### src/rtl/vx_tex_sched.sv
// vx_tex_sched: round-robin scheduler in front of the shared texture address
// pipeline. Arbitrates NUM_INPUTS requesters, tags each grant with its source
// index, bounds in-flight work with a credit counter and steers completed
// responses back to their owner.
// Optional: define TEX_SCHED_PERF_EN to add issue/stall performance counters.
module vx_tex_sched #(
  parameter int CORE_ID     = 0,
  parameter int NUM_INPUTS  = 4,
  parameter int REQ_DATAW   = 128,
  parameter int RSP_DATAW   = 128,
  parameter int MAX_PENDING = 8,
  localparam int TAG_BITS   = $clog2(NUM_INPUTS),
  localparam int CNT_BITS   = $clog2(MAX_PENDING + 1)
) (
  input  logic                                  clk,
  input  logic                                  reset,
  input  logic [NUM_INPUTS-1:0]                 req_valid,
  input  logic [NUM_INPUTS-1:0][REQ_DATAW-1:0]  req_data,
  output logic [NUM_INPUTS-1:0]                 req_ready,
  output logic                                  sched_valid,
  output logic [REQ_DATAW-1:0]                  sched_data,
  output logic [TAG_BITS-1:0]                   sched_tag,
  input  logic                                  sched_ready,
  input  logic                                  done_valid,
  input  logic [TAG_BITS-1:0]                   done_tag,
  input  logic [RSP_DATAW-1:0]                  done_data,
  output logic                                  done_ready,
  output logic [NUM_INPUTS-1:0]                 rsp_valid,
  output logic [RSP_DATAW-1:0]                  rsp_data,
  input  logic [NUM_INPUTS-1:0]                 rsp_ready,
  output logic [CNT_BITS-1:0]                   pending
`ifdef TEX_SCHED_PERF_EN
  ,
  output logic [31:0]                           perf_issue_cnt,
  output logic [31:0]                           perf_stall_cnt
`endif
);

  logic                 vld_p1;
  logic [REQ_DATAW-1:0] data_p1;
  logic [TAG_BITS-1:0]  tag_p1;
  logic [TAG_BITS-1:0]  rr_ptr;
  logic [CNT_BITS-1:0]  pend_cnt;

  logic                 can_issue;
  logic                 grant_found;
  logic [TAG_BITS-1:0]  grant_idx;
  logic                 accept;
  logic                 retire;

  // ---- stage p0: arbitration over requesters ----

  // Round-robin search starting at rr_ptr; the first valid requester wins.
  always_comb begin
    grant_found = 1'b0;
    grant_idx   = '0;
    for (int k = 0; k < NUM_INPUTS; k++) begin
      if (!grant_found && req_valid[(int'(rr_ptr) + k) % NUM_INPUTS]) begin
        grant_found = 1'b1;
        grant_idx   = TAG_BITS'((int'(rr_ptr) + k) % NUM_INPUTS);
      end
    end
  end

  assign can_issue = (pend_cnt < CNT_BITS'(MAX_PENDING)) & (~vld_p1 | sched_ready);
  assign accept    = can_issue & grant_found;
  assign req_ready = accept ? (NUM_INPUTS'(1) << grant_idx) : '0;
  assign retire    = done_valid & done_ready;

  // ---- stage p1: output register toward the address stage ----

  // Valid bit and round-robin pointer: reset-controlled state.
  always_ff @(posedge clk) begin
    if (reset) begin
      vld_p1 <= 1'b0;
      rr_ptr <= '0;
    end else begin
      if (~vld_p1 | sched_ready)
        vld_p1 <= accept;
      if (accept)
        rr_ptr <= (grant_idx == TAG_BITS'(NUM_INPUTS - 1)) ? '0 : grant_idx + TAG_BITS'(1);
    end
  end

  // Payload and tag load on accept only; qualified by vld_p1, so no reset.
  always_ff @(posedge clk) begin
    if (accept) begin
      data_p1 <= req_data[grant_idx];
      tag_p1  <= grant_idx;
    end
  end

  assign sched_valid = vld_p1;
  assign sched_data  = data_p1;
  assign sched_tag   = tag_p1;

  // Credit counter: +1 per accept, -1 per retire, saturating at zero.
  always_ff @(posedge clk) begin
    if (reset) begin
      pend_cnt <= '0;
    end else begin
      if (accept && !retire)
        pend_cnt <= pend_cnt + CNT_BITS'(1);
      else if (!accept && retire && pend_cnt != '0)
        pend_cnt <= pend_cnt - CNT_BITS'(1);
`ifndef SYNTHESIS
      assert (!(retire && pend_cnt == '0))
        else $error("vx_tex_sched[%0d]: retire with no request in flight", CORE_ID);
`endif
    end
  end

  assign pending = pend_cnt;

  // Response routing back to the owning requester (zero latency, unbuffered).
  always_comb begin
    rsp_valid = '0;
    for (int i = 0; i < NUM_INPUTS; i++)
      rsp_valid[i] = done_valid & (done_tag == TAG_BITS'(i));
  end

  assign rsp_data   = done_data;
  assign done_ready = rsp_ready[done_tag];

`ifdef TEX_SCHED_PERF_EN
  // Issue and stall event counters, free-running and wrapping.
  always_ff @(posedge clk) begin
    if (reset) begin
      perf_issue_cnt <= '0;
      perf_stall_cnt <= '0;
    end else begin
      if (accept)
        perf_issue_cnt <= perf_issue_cnt + 32'd1;
      if (|req_valid && !accept)
        perf_stall_cnt <= perf_stall_cnt + 32'd1;
    end
  end
`endif

endmodule

### config.mk
export PLATFORM = sky130hd
export DESIGN_NAME = vx_tex_sched
export DESIGN_NICKNAME = d
export VERILOG_FILES = /design/src/rtl/vx_tex_sched.sv
export SDC_FILE = /design/constraint.sdc
export NUM_CORES = 1
export LEC_CHECK = 0
export ABC_AREA = 0
export BUFFER_PORTS_ARGS = -buffer_cell sky130_fd_sc_hd__buf_2
export CELL_PAD_IN_SITES_DETAIL_PLACEMENT = 0
export CELL_PAD_IN_SITES_GLOBAL_PLACEMENT = 1
export CORE_AREA = 2 2 360 362
export DETAILED_ROUTE_END_ITERATION = 10
export DIE_AREA = 0 0 362 364
export PLACE_DENSITY_LB_ADDON = 0.1
export SLEW_MARGIN = 25
export SYNTH_ARGS = -nofsm -noshare
export SYNTH_HDL_FRONTEND = slang
export SYNTH_SLANG_ARGS = --single-unit
### constraint.sdc
create_clock -name clk -period 7.25 [get_ports clk]
set_input_delay 0.725 -clock clk [delete_from_list [all_inputs] [get_ports clk]]
set_output_delay 0.725 -clock clk [all_outputs]
set_load 0.05 [all_outputs]
==> Yosys cells after proc, flatten, opt, wreduce, memory -nomap -nowiden <==
Cells that the tools add are included.
{ "totals": {"romBits": 0, "ramBits": 0, "regBits": 137, "n_memories": 0, "word_cells": 79, "latchBits": 0} }
{ "op_classes": {"muxes": 27, "n_eq_ne": 4, "reduce_logical": 17, "n_addsub": 6, "shift": 1, "n_lt_le_gt_ge": 7, "div": 0, "multipliers": 0, "bitwise_logic": 12} }
{ "op_table": {"columns": ["op", "n"], "rows": [
  ["$bmux 128 s2", 1],
  ["$mux 128", 1],
  ["$lt 3x4->1 const B", 3],
  ["$mux 1", 12],
  ["$mux 4", 3],
  ["$bmux 1 s2", 5],
  ["$mux 2", 5],
  ["$lt 2x3->1 const B", 3],
  ["$and 1x1->1", 7],
  ["$eq 2x2->1 const B", 3],
  ["$logic_and 1x1->1", 6],
  ["$reduce_or 2->1", 3],
  ["$logic_not 1->1", 5],
  ["$add 2x1->2 const B", 2],
  ["$add 2x2->2 const B", 2],
  ["$add 4x1->4 const B", 1],
  ["$lt 4x4->1 const B", 1],
  ["$reduce_bool 4->1", 1],
  ["$shl 1x2->4 const A", 1],
  ["$sub 4x1->4 const B", 1],
  ["$and 1x1->1 const A", 3],
  ["$eq 2x1->1 const B", 1],
  ["$logic_not 2->1", 1],
  ["$reduce_bool 2->1", 1],
  ["2 further kinds", 2]
]} }

==> Logic depth before layout (Yosys ltp) <==
{ "logic_depth": {"depth_word": 20, "depth_mapped": 11, "mapped_depth_nobuf": 10} }

==> Least setup slack after synthesis <==
Ideal clock, no wire load.
{ "synth_timing": {"kind": "input-to-reg", "start": "input req_valid[3]", "end": "register pend_cnt[3], in the netlist pending[3]", "t_arrival_ns": 4.163, "setup_time_ns": 0.070, "setup_slack_ns": 3.017, "path_stages": 10, "path_cell_list": "nor4_1 or3_1 buf_2 inv_2 nand2_1 ha_1 a21o_1 a21o_1 o41a_1 a21oi_1"} }
{ "synth_via": {"elab_chain_cells": 17} }
{ "synth_lines": {"columns": ["element", "line", "source"], "rows": [
  ["start, declared", "17", "input logic [NUM_INPUTS-1:0] req_valid,"],
  ["$bmux 1 s2", "58", "if (!grant_found && req_valid[(int'(rr_ptr) + k) % NUM_INPUTS]) begin"],
  ["$mux 1 (not written as such)", "58", null],
  ["$mux 1", "58", null],
  ["$logic_not 1->1", "58", null],
  ["$logic_and 1x1->1", "58", null],
  ["$mux 1", "58", null],
  ["$logic_not 1->1", "58", null],
  ["$logic_and 1x1->1", "58", null],
  ["$mux 1", "58", null],
  ["$logic_not 1->1", "58", null],
  ["$logic_and 1x1->1", "58", null],
  ["$mux 1 *", "58", null],
  ["$and 1x1->1 *", "66", "assign accept = can_issue & grant_found;"],
  ["net accept", "48", "logic accept;"],
  ["$logic_not 1->1", "104", "else if (!accept && retire && pend_cnt != '0)"],
  ["$logic_and 1x1->1 (2 in series)", "104", null],
  ["$reduce_bool 2->1 (no line)", null, null],
  ["end signal, assigned", "103", "pend_cnt <= pend_cnt + CNT_BITS'(1);"],
  ["end signal, assigned", "105", "pend_cnt <= pend_cnt - CNT_BITS'(1);"],
  ["end, declared", "43", "logic [CNT_BITS-1:0] pend_cnt;"]
]} }
The timed path passes the listed nets; every way through them passes the cells marked *. The select of a mux whose other input is x is not followed.
A chain may end at the register's enable or synchronous reset.

==> Worst setup path in the final report <==
{ "layout_timing": {"start": "register rr_ptr[0]", "end": "output req_ready[2]"} }
{ "layout_via": {"elab_chain_cells": 14} }
{ "layout_lines": {"columns": ["element", "line", "source"], "rows": [
  ["start, declared", "42", "logic [TAG_BITS-1:0] rr_ptr;"],
  ["start signal, assigned", "81", "rr_ptr <= (grant_idx == TAG_BITS'(NUM_INPUTS - 1)) ? '0 : grant_idx + TAG_BITS'(1);"],
  ["$add 2x1->2 or $bmux 1 s2 (tied branches)", "58, 60", null],
  ["$bmux 1 s2 or $mux 1 (tied branches)", "58", null],
  ["$mux 1 (not written as such)", "58", null],
  ["$mux 1 (not written as such) or $logic_not 1->1 (tied branches)", "58", null],
  ["$logic_and 1x1->1", "58", null],
  ["$mux 1", "58", null],
  ["$logic_not 1->1", "58", null],
  ["$logic_and 1x1->1", "58", null],
  ["$mux 1", "58", null],
  ["$logic_not 1->1", "58", null],
  ["$logic_and 1x1->1", "58", null],
  ["$mux 2 or $mux 1 (tied branches)", "58", null],
  ["$shl 1x2->4 or $and 1x1->1 (tied branches)", "67, 66", null],
  ["$mux 4 *", "67", "assign req_ready = accept ? (NUM_INPUTS'(1) << grant_idx) : '0;"],
  ["end, declared", "19", "output logic [NUM_INPUTS-1:0] req_ready,"]
]} }
Mark *: on every way between the ends. The rest lies on a longest branch, timed or not. The select of a mux whose other input is x is not followed.

==> impl_metrics.json <==
{
  "run_status": "finished, final reports clean",
  "routedWlPerCell_um": 20.1,
  "clk_pin_slew_ns": 0.07,
  "post_cts.repair.setup_buffers": 0,
  "hold_path.class": "input port to flip-flop",
  "start_util_pct": 7.14,
  "syn_to_final_growth_pct": 50.7,
  "htreeDepth": 4,
  "detailedRoute.firstIterationViolations": 396,
  "num_clock_sinks": 137,
  "worst_pin_slew_ns": 0.981,
  "number_of_antenna_violations_at_the_first_check_in_global_routing": 21,
  "most_common_cell_after_layout_fill_and_taps_aside": "buf_2",
  "layout.nets": 2198,
  "timing.final.crit_share_pct": 52.3,
  "synthesis.instances": 1053,
  "drt_pre_antenna_iters": 4,
  "maxSlewViolCount": 0,
  "cp.arrival_ns": 3.07,
  "drive_gt1_share_pct": 45.8,
  "cts_buffers": 17,
  "routed-via-count": 9938,
  "synth_enable_flop_cells": 130,
  "post-dp-hpwl_um": 51500,
  "ctsLongestPathBuffers": 2,
  "combined_area_of_the_multi_input_logic_cells_um2": 3660,
  "p_leak_nw": 5.85,
  "synthFlopType": "edfxtp_1",
  "finish.cell_count_without_fillers": 3235,
  "synth.avg_cell_area_um2": 8.70,
  "grt_setup_unrepaired": "no",
  "route.detailed.vias_per_inst": 3.07,
  "floorplan.io_pins": 926,
  "timing.hold.ws_ns": 0.486,
  "critical-path-max-stage-delay_ns": 0.68,
  "synth_largest_area_cell": "edfxtp_1",
  "grt_usage_pct": 9.52,
  "cp-end-kind": "primary output",
  "num_rows": 132,
  "die_y_extent_um": 364,
  "dieArea_um2": 132000,
  "timing.final.crit_period_ns": 3.79,
  "grt_pass1_vias": 10400,
  "max_freq_mhz": 264,
  "fillerInstances": 15000,
  "largest_voltage_drop_on_the_vdd_net_uv": 148,
  "power.density_cell_area_nw_per_um2": 458,
  "dp_cells": 3192,
  "sequential_element_share_of_the_synthesized_area_pct": 44.1,
  "gp_congestion": 0.718,
  "critical_path_class": "flip-flop to primary output",
  "cts_tree": "built",
  "async_flop_share_pct": 0,
  "sequential_cell_area_um2": 4040,
  "timing.critical_path.fanout_max": 122,
  "route.detailed.drc": 0,
  "syn-cell-area_um2": 9160,
  "die_width_um": 362,
  "timing.final.hold_violations": 0,
  "clock_insertion_delay_worst_skew_ns": 0.52,
  "cts.hold.buffers_added": 0,
  "ys_warn_count": 0,
  "totalNegativeSetupSlack_ns": 0,
  "numPortBuffers": 669,
  "power.total_mw": 6.32,
  "netlist-cell-type-count": 40,
  "post-route-cell-area_um2": 13800,
  "synth.area.top_cells": "edfxtp_1, nand2_1, a32oi_1",
  "synth_largest_type_area_fraction_pct": 42.6,
  "pin_count_of_the_biggest_net_entering_global_routing": 140,
  "finClkSkew_ns": 0.0109,
  "setup_viol_count_final": 0,
  "route.antenna.remaining_nets": 0,
  "worst_path_max_delay_cell": "and3_4",
  "placed_cell_area_um2": 13300,
  "critPathLaunchType": "flip-flop",
  "grt_pass1_wl_um": 85300,
  "timing.critical_path.required_ns": 6.52,
  "root_buffer": "clkbuf_16",
  "post_cts.resized_instances": 0,
  "worstPathCellList": "nor2b_1 -> o21ai_0 -> and3_4 -> inv_8 -> ha_1 -> and2_1 -> buf_2",
  "synthesis.nets": 1714,
  "slew-limit-headroom_pct": 34.6,
  "coreArea_um2": 128000,
  "global_route.overflow_total": 0,
  "drt_wl_total_um": 65100,
  "synth_seq_cells": 137,
  "cap_viol_max_count": 0,
  "final_cell_mix": "buf_2, nand2_1, a21oi_1, edfxtp_1, a32oi_1"
}
power breakdown:
| group | leakage (nW) | total, mW | internal [mW] | switching (mW) |
|---|---|---|---|---|
| registers | 1.37 | 1.62 | 1.47 | 0.149 |
| logic | 4.25 | 3.84 | 0.833 | 3.00 |
| clock network | 0.229 | 0.870 | 0.426 | 0.444 |
layer usage:
layer  routed length (um)  part of all wire (%)  global-route usage, %
met1                21600                    33                   8.71
met4                 1620                   2.5                   3.26
met5                  101                  0.16                      0
met3                 5320                   8.2                   3.81
met2                36400                    56                   18.8
cells in the mapped netlist, types with 2 or more instances:
master	count
xnor2_1	2
edfxtp_1	130
nand2_1	388
a21o_1	3
ha_1	6
and3_1	2
clkbuf_1	14
a22oi_1	3
buf_4	132
nor2b_1	5
buf_6	11
buf_1	3
buf_2	53
a21oi_1	130
o21ai_0	2
a32oi_1	128
dfxtp_1	7
nor2_1	9
and2_1	4
sequential cells by signal (all words and copies together) (netlist names):
| name | flops |
|---|---|
| rr_ptr | 2 |
| sched_tag | 2 |
| sched_data | 128 |
| sched_valid | 1 |
| pending | 4 |
critical path, delay by kind of cell (launching register included):
| kind | cells | cell delay [ns] |
|---|---|---|
| buffers and inverters | 2 | 0.61 |
| AND/OR/NAND/NOR | 3 | 0.89 |
| AO/OA/AOI/OAI | 1 | 0.17 |
| adder cells (fa/ha/maj) | 1 | 0.36 |
| flip-flops | 1 | 0.40 |
metrics by stage:
stage                     worst slack, ns  utilization [%]
after global placement               2.99             10.3
final                                3.46             10.8
after global routing                 3.16             10.7
after floorplan                      3.02                -
after CTS                            2.98             10.7
after detailed placement             3.08             10.3
final timing paths:
kind	from	endpoint	slack, ns	cells after the start
max	rr_ptr[0]	req_ready[2]	3.46	7
min	reset	rr_ptr[1]	0.49	2
max reg2reg	rr_ptr[0]	sched_data[51]	4.02	7
min reg2reg	rr_ptr[1]	rr_ptr[1]	0.56	2
logic make-up (layout without fill, tap and decap cells):
kind of cell               count (synthesis)  after routing  share of synthesized area, %
muxes                                      2              2                         0.396
adders and majority gates                  7              7                          1.04
xor gates and xnor gates                   3              3                         0.287
other                                      0             11                             0
and+or+nand+nor                          416            416                          17.6
buffers and inverters                    217            713                          16.1
DFF                                      137            137                          44.1
AOI/OAI and AO/OA                        271            271                          20.4
layout make-up:
class,instances,area share [%]
antenna,11,0.199
clock buffer,20,3.16
clock inverter,11,0.426
inverter,3,0.172
multi-input combinational,699,26.5
sequential,137,29.3
tap,1675,15.2
timing repair buffer,679,25.1
(Power assumes the default switching activity.)
